`src/rtl/conv_pkg.sv`:
```
// conv_pkg: shared definitions for the convolution window scheduler.
//   state_t      - scheduler FSM encoding (IDLE, RUN, DRAIN, DONE)
//   STALL_CNT_W  - width of the input-stall performance counter
//   out_size()   - windows per frame edge for a given frame/kernel/stride
package conv_pkg;

    typedef enum logic [1:0] {
        IDLE  = 2'd0,
        RUN   = 2'd1,
        DRAIN = 2'd2,
        DONE  = 2'd3
    } state_t;

    localparam int unsigned STALL_CNT_W = 16;

    // Elaboration-time helper only; never evaluated in hardware.
    function automatic int unsigned out_size(input int unsigned data_size,
                                             input int unsigned kernel_size,
                                             input int unsigned stride);
        return (data_size - kernel_size) / stride + 1;
    endfunction

endpackage

```
`src/rtl/conv_scan_counter.sv`:
```
// conv_scan_counter: row-major (row, col) scan position with stride phases.
//   clk, rst        - clock, asynchronous active-high reset
//   clear           - synchronous return to (0,0), phases zeroed
//   advance         - step one pixel in scan order
//   row, col        - current scan position (pixel about to be accepted)
//   row_phase_zero  - row is stride-aligned for window completion
//   col_phase_zero  - col is stride-aligned for window completion
//   last            - current position is the final pixel of the frame
module conv_scan_counter #(
    parameter int unsigned DATA_SIZE   = 32,
    parameter int unsigned KERNEL_SIZE = 5,
    parameter int unsigned STRIDE      = 1,
    parameter int unsigned COORD_BW    = 5
) (
    input  logic                clk,
    input  logic                rst,
    input  logic                clear,
    input  logic                advance,
    output logic [COORD_BW-1:0] row,
    output logic [COORD_BW-1:0] col,
    output logic                row_phase_zero,
    output logic                col_phase_zero,
    output logic                last
);

    localparam int unsigned PH_BW = (STRIDE > 1) ? $clog2(STRIDE) : 1;
    localparam logic [COORD_BW-1:0] LAST_IDX  = COORD_BW'(DATA_SIZE - 1);
    localparam logic [COORD_BW-1:0] KM1       = COORD_BW'(KERNEL_SIZE - 1);
    localparam logic [PH_BW-1:0]    PH_RELOAD = PH_BW'(STRIDE - 1);

    logic [PH_BW-1:0] row_ph;
    logic [PH_BW-1:0] col_ph;
    logic             col_wrap;

    assign col_wrap       = (col == LAST_IDX);
    assign last           = col_wrap && (row == LAST_IDX);
    assign row_phase_zero = (row_ph == '0);
    assign col_phase_zero = (col_ph == '0);

    // Phases are held at zero until the first kernel-aligned position,
    // then count down and reload, so a phase of zero marks a stride step.
    always_ff @(posedge clk or posedge rst) begin
        if (rst) begin
            row    <= '0;
            col    <= '0;
            row_ph <= '0;
            col_ph <= '0;
        end else if (clear) begin
            row    <= '0;
            col    <= '0;
            row_ph <= '0;
            col_ph <= '0;
        end else if (advance) begin
            if (col_wrap) begin
                col    <= '0;
                col_ph <= '0;
                row    <= last ? '0 : row + COORD_BW'(1);
                if (last || (row < KM1)) begin
                    row_ph <= '0;
                end else begin
                    row_ph <= (row_ph == '0) ? PH_RELOAD : row_ph - PH_BW'(1);
                end
            end else begin
                col <= col + COORD_BW'(1);
                if (col < KM1) begin
                    col_ph <= '0;
                end else begin
                    col_ph <= (col_ph == '0) ? PH_RELOAD : col_ph - PH_BW'(1);
                end
            end
        end
    end

endmodule

```
`src/rtl/conv_window_scheduler.sv`:
```
// conv_window_scheduler: sequences one convolution frame, emitting a token
// with the top-left coordinate of every stride-aligned kernel window as soon
// as its last pixel has been accepted.
// Optional feature macro: CONV_SCHED_PERF_EN enables the input-stall counter;
// without it o_stall_cnt is a constant zero.
//   clk, rst       - clock, asynchronous active-high reset
//   i_start        - frame start request (honoured only in IDLE)
//   o_busy, o_done - frame in progress / one-cycle end-of-frame pulse
//   i_pix_valid, o_pix_ready - pixel stream handshake
//   o_win_valid, i_win_ready - window token handshake
//   o_win_row, o_win_col, o_win_idx - token payload
//   o_stall_cnt    - cycles a valid pixel was refused while running
module conv_window_scheduler
    import conv_pkg::*;
#(
    parameter int unsigned DATA_SIZE   = 32,
    parameter int unsigned KERNEL_SIZE = 5,
    parameter int unsigned STRIDE      = 1,
    parameter int unsigned COORD_BW    = 5,
    parameter int unsigned IDX_BW      = 10
) (
    input  logic                   clk,
    input  logic                   rst,
    input  logic                   i_start,
    output logic                   o_busy,
    output logic                   o_done,
    input  logic                   i_pix_valid,
    output logic                   o_pix_ready,
    output logic                   o_win_valid,
    input  logic                   i_win_ready,
    output logic [COORD_BW-1:0]    o_win_row,
    output logic [COORD_BW-1:0]    o_win_col,
    output logic [IDX_BW-1:0]      o_win_idx,
    output logic [STALL_CNT_W-1:0] o_stall_cnt
);

    localparam logic [COORD_BW-1:0] KM1 = COORD_BW'(KERNEL_SIZE - 1);

    state_t              state;
    state_t              state_next;
    logic                start_acc;
    logic                pix_acc;
    logic                win_hs;
    logic                win_complete;
    logic [COORD_BW-1:0] row;
    logic [COORD_BW-1:0] col;
    logic                row_ph_zero;
    logic                col_ph_zero;
    logic                last_pix;

    assign start_acc    = (state == IDLE) && i_start;
    // A held token blocks new pixels so a completing pixel never overwrites it.
    assign o_pix_ready  = (state == RUN) && !(o_win_valid && !i_win_ready);
    assign pix_acc      = i_pix_valid && o_pix_ready;
    assign win_hs       = o_win_valid && i_win_ready;
    assign win_complete = pix_acc && (row >= KM1) && (col >= KM1)
                          && row_ph_zero && col_ph_zero;
    assign o_busy       = (state != IDLE);
    assign o_done       = (state == DONE);

    conv_scan_counter #(
        .DATA_SIZE   (DATA_SIZE),
        .KERNEL_SIZE (KERNEL_SIZE),
        .STRIDE      (STRIDE),
        .COORD_BW    (COORD_BW)
    ) u_scan (
        .clk            (clk),
        .rst            (rst),
        .clear          (start_acc),
        .advance        (pix_acc),
        .row            (row),
        .col            (col),
        .row_phase_zero (row_ph_zero),
        .col_phase_zero (col_ph_zero),
        .last           (last_pix)
    );

    // State register
    always_ff @(posedge clk or posedge rst) begin
        if (rst) begin
            state <= IDLE;
        end else begin
            state <= state_next;
        end
    end

    // Next-state logic
    always_comb begin
        state_next = state;
        case (state)
            IDLE:    if (i_start) state_next = RUN;
            RUN:     if (pix_acc && last_pix) state_next = DRAIN;
            DRAIN:   if (!o_win_valid || i_win_ready) state_next = DONE;
            DONE:    state_next = IDLE;
            default: state_next = IDLE;
        endcase
    end

    // Window token register; a new completion takes priority over the
    // consumption of the previous token so back-to-back tokens have no bubble.
    always_ff @(posedge clk or posedge rst) begin
        if (rst) begin
            o_win_valid <= 1'b0;
            o_win_row   <= '0;
            o_win_col   <= '0;
            o_win_idx   <= '0;
        end else if (start_acc) begin
            o_win_valid <= 1'b0;
            o_win_idx   <= '0;
        end else begin
            if (win_complete) begin
                o_win_valid <= 1'b1;
                o_win_row   <= row - KM1;
                o_win_col   <= col - KM1;
            end else if (win_hs) begin
                o_win_valid <= 1'b0;
            end
            if (win_hs) begin
                o_win_idx <= o_win_idx + IDX_BW'(1);
            end
        end
    end

`ifdef CONV_SCHED_PERF_EN
    logic [STALL_CNT_W-1:0] stall_cnt;

    // Saturating count of refused pixels while the frame is running
    always_ff @(posedge clk or posedge rst) begin
        if (rst) begin
            stall_cnt <= '0;
        end else if (start_acc) begin
            stall_cnt <= '0;
        end else if ((state == RUN) && i_pix_valid && !o_pix_ready
                     && (stall_cnt != '1)) begin
            stall_cnt <= stall_cnt + STALL_CNT_W'(1);
        end
    end

    assign o_stall_cnt = stall_cnt;
`else
    assign o_stall_cnt = '0;
`endif

endmodule

```
`config.mk`:
```
export PLATFORM = sky130hd
export DESIGN_NAME = conv_window_scheduler
export DESIGN_NICKNAME = d
export VERILOG_FILES = /design/src/rtl/conv_pkg.sv /design/src/rtl/conv_scan_counter.sv /design/src/rtl/conv_window_scheduler.sv
export SDC_FILE = /design/constraint.sdc
export NUM_CORES = 1
export LEC_CHECK = 0
export ABC_CLOCK_PERIOD_IN_PS = 1830
export CORE_MARGIN = 1.5
export CORE_UTILIZATION = 45
export DETAILED_ROUTE_END_ITERATION = 10
export GPL_TIMING_DRIVEN = 0
export PLACE_DENSITY = 0.77
export SLEW_MARGIN = 0
export SYNTH_ARGS = -nofsm -noshare
export SYNTH_HDL_FRONTEND = slang
export SYNTH_SLANG_ARGS = --single-unit
```
`constraint.sdc`:
```
create_clock -name clk -period 1.83 [get_ports clk]
set_input_delay 0.366 -clock clk [delete_from_list [all_inputs] [get_ports clk]]
set_output_delay 0.366 -clock clk [all_outputs]
set_load 0.03 [all_outputs]
```
# Word level (Yosys, flattened, before mapping)
# Index checks and enable logic that the tools add are counted.
[op_classes] add_sub_neg=7 magnitude_cmp=4 eq_ne=8 muxes=26 n_bitwise=3 reduce_logical=25
[op_table] cell="two-way mux 5 bit" count=7
[op_table] cell="two-way mux 10 bit" count=2
[op_table] cell="two-way mux 1 bit" count=13
[op_table] cell="logical AND 1 bit" count=11
[op_table] cell="adder 10 x 1 -> 10 bit, second input constant" count=1
[op_table] cell="adder 5 x 1 -> 5 bit, second input constant" count=2
[op_table] cell="equality test 5 bit, second input constant" count=2
[op_table] cell="greater-or-equal comparator 5 x 3 -> 1 bit, second input constant" count=2
[op_table] cell="less-than comparator 5 x 3 -> 1 bit, second input constant" count=2
[op_table] cell="subtractor 5 x 3 -> 5 bit, second input constant" count=2
[op_table] cell="case mux 2 bit (4 select lines)" count=1
[op_table] cell="nonzero test 2 bit" count=4
[op_table] cell="two-way mux 2 bit" count=3
[op_table] cell="equality test 2 bit, second input constant" count=2
[op_table] cell="inequality test 2 bit, second input constant" count=2
[op_table] cell="AND reduction 2 bit" count=2
[op_table] cell="logical NOT 1 bit" count=3
[op_table] cell="NOT 1 bit" count=3
[op_table] cell="AND reduction 3 bit" count=1
[op_table] cell="nonzero test 3 bit" count=1
[op_table] cell="equality test 2 x 1 -> 1 bit, second input constant" count=1
[op_table] cell="logical NOT 2 bit" count=1
[op_table] cell="logical OR 1 bit" count=2
[op_table] cell="inequality test 2 x 1 -> 1 bit, second input constant" count=1
[op_table] cell="subtractor 1 bit, second input constant" count=2
[word_totals] reg_bits=35 inputBits=5 output_inout_bits=40 elab_cells=82

# Logic depth before layout (Yosys ltp)
[depth] word_depth=11 mapped_depth=7

# Modules after synthesis
# A second synthesis with hierarchy kept.
[hier_totals] hier_cells=188 hier_area_um2=1940.6
[by_module_without_submodules] module="conv_window_scheduler" n_inst=1 cells_each=130 area_each_um2=1381.3
[by_module_without_submodules] module="conv_scan_counter" n_inst=1 cells_each=58 area_each_um2=559.3

# Worst setup path after synthesis
# OpenSTA, ideal clock, no wires.
[synth_path] path_type="register -> register" start="register u_scan.row[2]" end="register o_win_col[0]" setup_ps=128 arrival_time_ps=1742 t_required_ps=1702 path_slack_ps=-39 stages_incl_launch_ff=7 path_buffers=1 synth_period_minus_slack_ps=1869 cell_sequence="dfrtp_1 ha_1 a2111oi_2 a21oi_1 nand3_1 buf_4 mux2_1"
[synth_via] elab_chain_cells=6
[synth_rtl] element="from (decl)" line_no="conv_scan_counter.sv:19" rtl="output logic [COORD_BW-1:0] row,"
[synth_rtl] element="from (signal assigned)" line_no="conv_scan_counter.sv:57" rtl="row <= last ? '0 : row + COORD_BW'(1);"
[synth_rtl] element="greater-or-equal comparator 5 x 3 -> 1 bit" line_no="conv_window_scheduler.sv:56" rtl="assign win_complete = pix_acc && (row >= KM1) && (col >= KM1)"
[synth_rtl] element="logical AND 1 bit (2 in series)" line_no="conv_window_scheduler.sv:56"
[synth_rtl] element="logical AND 1 bit (2 in series)" line_no="conv_window_scheduler.sv:57" rtl="&& row_ph_zero && col_ph_zero;"
[synth_rtl] element="AND reduction 2 bit (no source line)"
[synth_rtl] element="to (signal assigned)" line_no="conv_window_scheduler.sv:114" rtl="o_win_col <= col - KM1;"
[synth_rtl] element="to (decl)" line_no="conv_window_scheduler.sv:32" rtl="output logic [COORD_BW-1:0] o_win_col,"
# Every way passes these cells.
# A chain may end at the register's enable or synchronous reset.

# Worst setup path after layout
[layout_path] start="register u_scan.row[2]" end="register u_scan.row[3]"
[layout_via] elab_chain_cells=6 elab_cells_between_ends=7 classes_between="add/sub: 1; eq/ne: 1; mux: 4; reduce/logical: 1"
[layout_rtl] element="parallel branches: the longest is 2 deep, another holds adder 5 x 1 -> 5 bit"
[layout_rtl] element="two-way mux 5 bit (*)" line_no="conv_scan_counter.sv:57"
[layout_rtl] element="two-way mux 5 bit (*)" line_no="conv_scan_counter.sv:54" rtl="if (col_wrap) begin"
[layout_rtl] element="two-way mux 5 bit (*)" line_no="conv_scan_counter.sv:53" rtl="end else if (advance) begin"
[layout_rtl] element="two-way mux 5 bit (*)" line_no="conv_scan_counter.sv:48" rtl="end else if (clear) begin"
# Mark *: on every way between the ends. The select of a mux whose other input is x is not followed.

==> qor.yml <==
final_layout:
  register_area_um2: 831
  antenna_cells: 0
  multi_input_area_um2: 1090
  layout-drive-gt1-share_pct: 28.3
  fillers: 301
  final_nets: 286
  layout_commonest_cell: "buf_4"
  final_cell_mix: "buf_4 (33), dfrtp_1 (29), clkdlybuf4s50_1 (21), nand2_1 (18), conb_1 (16)"
  design_area_um2: 2730
  area_delta_synth_final_pct: 41.5
  final_cells: 315
worst_setup_path:
  worst-setup-path-type: "reg2reg"
  slowest_stage: "or4_4"
  startpoint: "u_scan.row[2]$_DFFE_PP0P_"
  regToRegStartpoint: "u_scan.row[2]$_DFFE_PP0P_"
  worstSetupEndpoint: "u_scan.row[3]$_DFFE_PP0P_"
  reg2reg_to: "u_scan.row[3]$_DFFE_PP0P_"
  crit_path_start_kind: "flop"
  crit_path_max_fanout: 6
  required_ns: 2.04
  cp.arrival_ns: 2.05
  crit_chain: "ha_1 -> and2_4 -> ha_4 -> buf_4 -> or4_4 -> a21oi_1"
  cp_top_family: "simple AND/OR/NAND/NOR gates"
  reg2regPathDepth: 6
  path_buf_inv: 1
  ff2ff_setup_slack_ns: -0.005
  worst_setup_path_end_kind: "flop"
  max_stage_delay_ns: 0.50
  cp.depth: 6
synthesis:
  yosys.area_share.simple_pct: 18.0
  synth_mux_area_share_pct: 5.19
  synth_top_family_by_area: "simple AND/OR/NAND/NOR gates"
  synth_compound_area_share_pct: 8.70
  syn-cell-area_um2: 1930
  synth_xor_area_share_pct: 4.09
  synth_fa_ha_area_share_pct: 11.0
  yosysTopAreaCellShare_pct: 42.9
  synthCells: 196
  ys_ff_latch: 33
  ys_warn_count: 0
  yosys-top-cells-area: "dfrtp_1 (43%), ha_1 (11%), buf_4 (6.6%)"
  synth_cell_types: 37
  synth_top_flop_cell: "dfrtp_1"
  yosys.area.top_type: "dfrtp_1"
  async_flop_share_pct: 100
  seq_area_frac_synth_pct: 42.9
  synth_edf_count: 0
  avgSynthCellArea_um2: 9.83
detailed_routing:
  drt_iter0_markers: 88
  wl_met1_um: 2020
  met2_length_um: 2090
  drcViolationCount: 0
  routed_wl_um: 4430
  wl_per_cell_um: 14.1
  wl_met3_um: 217
  firstDrtPassIters: 4
  antenna_left: 0
  num_vias: 1613
  highest_layer: "met4"
  viasPerCell: 5.12
sta:
  hold_violations: 0
  tns_ns: -0.0109
  layout_min_cycle_time_ns: 1.84
  post-route-period-util_pct: 100
  setup_viol: 3
  relSlewSlack_pct: 63.2
  worst_pin_slew_ns: 0.549
  rsz0062_at_grt: "true"
  drv_slew: 0
  fmax_mhz: 545
  setup_slack_ns: -0.00529
  fin_skew_ns: 0.00590
floorplanning:
  rows: 23
  fp.dieW_um: 68.4
  coreArea_um2: 4060
  die_y_um: 68.4
  start_util_pct: 47.5
  dieArea_um2: 4680
  boundaryPins: 45
pwr:
  leakage_nw: 1.36
  p_per_area_nw_per_um2: 730
  vdd_drop_max_mv: 0.473
clock_tree:
  cts_made_buffers: 5
  h-tree-depth: 2
  clockBufferDepth: 2
  cts_tree: "done"
  path_clk_slew_ns: 0.07
  clk_latency_ns: 0.29
  cts_num_sinks: 33
  clockRootBuffer: "clkbuf_8"
global_route:
  grt_antenna_before_repair: 0
  grt_pass1_wl_um: 6890
  grt_remaining_overflow: 0
  grt_max_degree: 34
  grt_pass1_vias: 1438
  grtUsageTotal_pct: 20.4
status:
  violations: "setup timing"
  status: "finished with violations"
place:
  dp_cells: 289
  pre_cts_ws_ns: -0.521
  dp_hpwl_um: 2720
  place_congestion: 0.841
  port_buffers: 28
  place_area_um2: 2340
run:
  drv_cap: 0
worst_hold_path:
  hold_class: "in2async"
==> synth_stat cells, types with 2 or more instances <==
master and n:
or3_1 2, buf_4 17, nand4_1 3, dfrtp_1 33, nand2_1 18, ha_1 17
clkbuf_1 2, mux2_1 8, nor3_1 4, nand3_1 8, and2_1 3, xor2_1 7
inv_1 15, o21ai_0 4, o21ai_1 3, xnor2_1 2, a22o_1 2, nor2_1 16
or3b_1 3, a21oi_1 12
==> power breakdown <==
group,leakage (nW),internal (mW),switching (mW)
clock,0.0585,0.444,0.281
combinational,0.862,0.189,0.240
sequential,0.438,0.780,0.0546
==> cell families (layout without fill, tap and decap cells) <==
| kind of cell | count (synthesis) | after routing |
|---|---|---|
| other | 1 | 16 |
| flip-flops | 33 | 33 |
| multiplexers | 9 | 9 |
| buffers and inverters | 34 | 88 |
| AND/OR/NAND/NOR | 66 | 66 |
| adder cells (fa/ha/maj) | 17 | 17 |
| AO/OA/AOI/OAI | 27 | 27 |
| XOR/XNOR | 9 | 9 |
==> layer usage <==
layer	GRT usage, %	vias up
met5	0	-
met4	9.25	0
met3	4.61	10
met2	31.0	54
met1	27.4	777
li1	-	772
==> timing repair <==
action                     CTS  global route
hold buffers                 0             0
pin swaps                    5             5
cloned                       1             0
resized for setup           29            20
buffers inserted            14             2
setup endpoints to repair   21            22
==> state kept, by name, indices dropped and copies added, names as in the netlist <==
signal       flops
o_win_valid      1
o_win_idx       10
u_scan.row       5
state            2
o_win_row        5
u_scan.col       5
o_win_col        5
==> cell type report <==
cell class	instances	share of cell area, %
inverters	15	2.07
plain buffers	19	5.19
multi-input cells	144	39.9
repair buffers	46	15.8
well taps	50	2.29
flip-flops and latches	33	30.5
clock inverters	1	1.10
clock buffers	7	3.17
==> worst min path at each step <==
stage                                 to  depth (start not counted)
2_1_floorplan   o_win_col[0]$_DFFE_PP0P_                          1
3_3_place_gp    o_win_col[4]$_DFFE_PP0P_                          1
3_5_place_dp    o_win_col[4]$_DFFE_PP0P_                          1
4_1_cts         o_win_row[1]$_DFFE_PP0P_                          1
5_1_grt        u_scan.col[0]$_DFFE_PP0P_                          2
6_report       u_scan.col[0]$_DFFE_PP0P_                          2
==> per-stage QoR <==
step	hold WS [ns]	util, %	power (mW)
final	0.356	67.2	1.99
after global routing	0.394	67.2	2.08
after CTS	0.500	64.8	1.96
after detailed placement	0.484	57.8	1.16
after global placement	0.473	57.8	1.14
after floorplan	0.495	-	1.09
(Power assumes the default switching activity.)
==> RTL edit 1 (same settings) <==
Set the parameter `IDX_BW` to 9 (it was 10).
--- a/src/rtl/conv_window_scheduler.sv
+++ b/src/rtl/conv_window_scheduler.sv
@@ -17,7 +17,7 @@
     parameter int unsigned KERNEL_SIZE = 5,
     parameter int unsigned STRIDE      = 1,
     parameter int unsigned COORD_BW    = 5,
-    parameter int unsigned IDX_BW      = 10
+    parameter int unsigned IDX_BW      = 9
 ) (
     input  logic                   clk,
     input  logic                   rst,
Ports: changed (resized o_win_idx); port bits go from 45 to 44. No check against the original RTL was run, so the function may have changed too.
==> RTL edit 1 against the unedited design <==
  * The flow still finishes with violations (setup timing)
  * Power up 2.5%
  * Routed wire length down 11%
  * Sequential cell count down 1
  * Synthesized area down 3.0%
  * Die area down 2.9%
  * Cell area up 0.73%
  * Worst setup slack worse by 27 ps
  * Worst hold slack worse by 28 ps
  * Largest power group unchanged
  * Highest routed layer unchanged
==> RTL edit 1: results (changes against the unedited design) <==
Final Setup Violations 2 (-1); Slew headroom 63.7% (+0.45 points); top cells by count, synth 32 x dfrtp_1, 17 x ha_1, 16 x buf_4, 16 x inv_1, 12 x a21oi_1; fin nets 283 (-1.0%); via count 1524 (-5.5%); worst path arrival time 2080 ps (+30 ps); GP Congestion 0.775 (-7.9%); Synth Area in Compound Gates 7.63% (-1.1 points); Final WS setup -32.7 ps (-27.4 ps); first-pass GRT wire length 6.35 mm (-7.8%); failing checks setup timing; Fin Hold WS 329 ps (-27.5 ps); share of cells above drive strength 1 36.3% (+8.0 points); max reg flops 9 (-1); Post-Synth Adder-Cell Area 11.4% (+0.34 points); largest net degree at the start of global routing 33 (-2.9%); Synth cell types 34 (-8.1%); Worst VDD drop 509 uV (+7.6%); mux share of post-synthesis cell area 7.03% (+1.8 points); initial drt markers 50 (-43%); ranking of synthesized cells by area dfrtp_1 43%, ha_1 11%, buf_4 6.4%; Final HPWL DP 2.38 mm (-13%); status complete, but fails checks; post-synthesis sequential area ratio 42.8% (about the same); FF-to-FF setup slack -30 ps (-30 ps); Leak 1.34 nW (-0.97%); fill count 304 (+1.0%); PortBufs 27 (-3.6%); initial antenna violation count 0 (unchanged); Setup Skew 7.79 ps (+1.89 ps); Total Routing Usage GR 18.9% (-1.5 points); Post-Route WL 3.95 mm (-11%); Synth Area in XOR/XNOR 4.22% (+0.13 points); CP max stage delay 660 ps (+160 ps); setup TNS -36.2 ps (-25.3 ps)
==> RTL edit 1: final timing paths <==
kind | endpoint | cells past startpoint | start
worst max register to register | u_scan.row[2]$_DFFE_PP0P_ | 5 | u_scan.row[2]$_DFFE_PP0P_
max in group asynchronous | u_scan.col[3]$_DFFE_PP0P_ | 3 | rst
worst min register to register | o_win_col[4]$_DFFE_PP0P_ | 1 | o_win_col[4]$_DFFE_PP0P_
min in group clk | o_win_col[4]$_DFFE_PP0P_ | 1 | o_win_col[4]$_DFFE_PP0P_
worst max-delay path | u_scan.row[2]$_DFFE_PP0P_ | 5 | u_scan.row[2]$_DFFE_PP0P_
worst min-delay path | o_win_row[4]$_DFFE_PP0P_ | 2 | rst
==> RTL edit 1: cell type report <==
type	count	area, um^2	area share [%]
buffer	19	133	4.83
sequential	32	808	29.4
tap	50	62.6	2.28
inverter	16	60.1	2.19
clock buffer	8	100	3.64
multi-input combinational	129	1060	38.7
timing repair buffer	58	519	18.9
==> RTL edit 1: cells by family after synthesis <==
logic type / count (synthesis)
simple gates: 51
buf+inv: 35
flops: 32
compound gates: 24
fa+ha+maj: 17
mux: 12
xor+xnor: 9
other cells: 1
==> RTL edit 1: metal layers <==
metal / up-vias / global-route usage, % / wire length, um
met1: 732 / 22.2 / 1640
li1: 749 / - / -
met5: - / 0 / 0
met3: 5 / 6.67 / 226
met2: 38 / 31.1 / 2030
met4: 0 / 8.42 / 54
==> RTL edit 1: per-stage QoR <==
stage	utilization [%]	std cells	area (um^2)
global placement	56.6	273	2260
floorplan	-	196	1930
CTS	63.5	297	2540
detailed placement	56.6	273	2260
finish	68.7	312	2750
global route	68.7	312	2750
==> RTL edit 1: power breakdown <==
group | switching [mW] | total, mW | internal, mW
logic | 0.269 | 0.577 | 0.308
clock network | 0.260 | 0.603 | 0.343
registers | 0.0929 | 0.859 | 0.766
==> RTL edit 1: repair_timing <==
action	CTS	global route
gates resized for setup	20	22
endpoints found under the setup margin	23	22
buffers inserted	16	14
pin swaps	3	4
==> RTL edit 2 (same flow settings) <==
Without the edit above. The 4 states of `state_t` get a one-hot encoding in 4 bits.
--- a/src/rtl/conv_pkg.sv
+++ b/src/rtl/conv_pkg.sv
@@ -4,11 +4,11 @@
 //   out_size()   - windows per frame edge for a given frame/kernel/stride
 package conv_pkg;
 
-    typedef enum logic [1:0] {
-        IDLE  = 2'd0,
-        RUN   = 2'd1,
-        DRAIN = 2'd2,
-        DONE  = 2'd3
+    typedef enum logic [3:0] {
+        IDLE  = 4'b0001,
+        RUN   = 4'b0010,
+        DRAIN = 4'b0100,
+        DONE  = 4'b1000
     } state_t;
 
     localparam int unsigned STALL_CNT_W = 16;
Function: no difference found for any inputs over 10 cycles, from zero or initial values and one cycle with rst high; not proved beyond that.
==> RTL edit 2 against the unedited design <==
  * The flow still finishes with violations (setup timing)
  * Cell count is 2.2% higher
  * Synthesized area is 2.1% higher
  * Cell area grew 3.2%
  * Sequential share of layout area is 0.89 points higher
  * Clock power shrank 26%
  * Combinational power grew 43%
  * Sequential cell count is 2 higher
  * Worst setup slack worse by 310 ps
  * Power grew 0.83%
  * Routed wire length grew 5.1%
  * Critical path type unchanged
  * Critical endpoint is now o_win_row[0]$_DFFE_PP0P_
  * Largest power group unchanged
==> RTL edit 2: results (changes against the unedited design) <==
status complete, but fails checks; failing checks setup timing; P&R area growth vs syn 43.0%; worst-margin pin slew 722 ps (+173 ps); number of global-route vias before repair 1460 (+1.5%); largest net degree at the start of global routing 36 (+5.9%); ranking of synthesized cells by area dfrtp_1 43%, ha_1 8.3%, buf_4 6.5%; worst path arrival time 2320 ps (+270 ps); top cells by count, synth 34 x dfrtp_1, 19 x nor2_1, 17 x buf_4, 16 x inv_1, 13 x ha_1; Final WS setup -316 ps (-311 ps); via count 1596 (-1.1%); Setup Skew 1.94 ps (-3.96 ps); post-synthesis sequential area ratio 44.6% (+1.7 points); Leak 1.32 nW (-2.6%); Post-Route WL 4.66 mm (+5.1%); CP Max Fanout 5 (-1); dpl cell area 2400 um^2 (+2.5%); clock transition at the registers of the reported paths 70 ps (about the same); clock buffer depth 2 (unchanged); fill count 297 (-1.3%); Final Setup Violations 25 (+22); share of cells above drive strength 1 32.7% (+4.4 points); Final HPWL DP 2.64 mm (-2.8%); GP Congestion 0.813 (-3.4%); first-pass GRT wire length 7.03 mm (+2.0%); Worst VDD drop 504 uV (+6.6%); initial drt markers 98 (+11%); Total Routing Usage GR 18.3% (-2.0 points); final std cells w/o fill 322 (+2.2%); Synth cell types 38 (+2.7%)
[RTL edit 2: cells by family after synthesis]
kind of cell | synth area share, %
compound gates | 8.59
xor+xnor | 4.90
fa+ha+maj | 8.27
buf+inv | 9.92
flops | 44.6
mux | 5.47
other cells | 0.191
simple gates | 18.1
[RTL edit 2: routing by layer]
layer	share of wire [%]	track usage, %	wire length [um]
met1	45	25.2	2110
met2	50	28.6	2310
met3	3.5	3.07	161
met4	1.5	7.84	68
met5	0	0	0
[RTL edit 2: area by class of cell]
type / instances / share of cell area (%)
Multi-Input combinational cell: 141 / 39.0
Sequential cell: 35 / 31.4
Clock inverter: 1 / 0.178
Tap cell: 50 / 2.22
Timing Repair Buffer: 53 / 17.0
Clock buffer: 7 / 2.71
Buffer: 19 / 5.43
Inverter: 16 / 2.14
[RTL edit 2: critical path: stages (launching register included)]
cell and delay [ps]:
dfrtp_2 410, or4b_4 540, or3b_4 430, nor3_4 170, buf_6 170, mux2_4 300
[RTL edit 2: final timing paths]
kind,cells after the start,startpoint,end
setup / recovery,5,state[2]$_DFFE_PP0P_,o_win_row[0]$_DFFE_PP0P_
hold / removal,1,o_win_col[2]$_DFFE_PP0P_,o_win_col[2]$_DFFE_PP0P_
setup reg to reg,5,state[2]$_DFFE_PP0P_,o_win_row[0]$_DFFE_PP0P_
hold reg to reg,1,o_win_col[2]$_DFFE_PP0P_,o_win_col[2]$_DFFE_PP0P_
max in group asynchronous,2,rst,u_scan.col[3]$_DFFE_PP0P_
min in group asynchronous,2,rst,o_win_idx[2]$_DFFE_PP0P_
[RTL edit 2: report_power, final]
part,switching [mW],internal (mW)
clock,0.272,0.267
sequential,0.0369,0.817
combinational,0.356,0.256
total,0.665,1.34
[RTL edit 2: metrics by stage]
stage          setup WS, ps  TNS [ps]  hold WS (ps)
2_1_floorplan          -268     -2280           486
3_3_place_gp           -520    -15220           493
3_5_place_dp           -551    -16120           495
4_1_cts                -331     -4310           510
5_1_grt                -361     -6140           535
6_report               -316     -5150           511
[RTL edit 2: repair_timing]
item / 4_1_cts / 5_1_grt
setup buffers: 16 / 8
endpoints found under the setup margin: 35 / 37
cloned: 1 / 0
pin swaps: 4 / 7
resized for setup: 31 / 31
hold endpoints to repair: 0 / 0
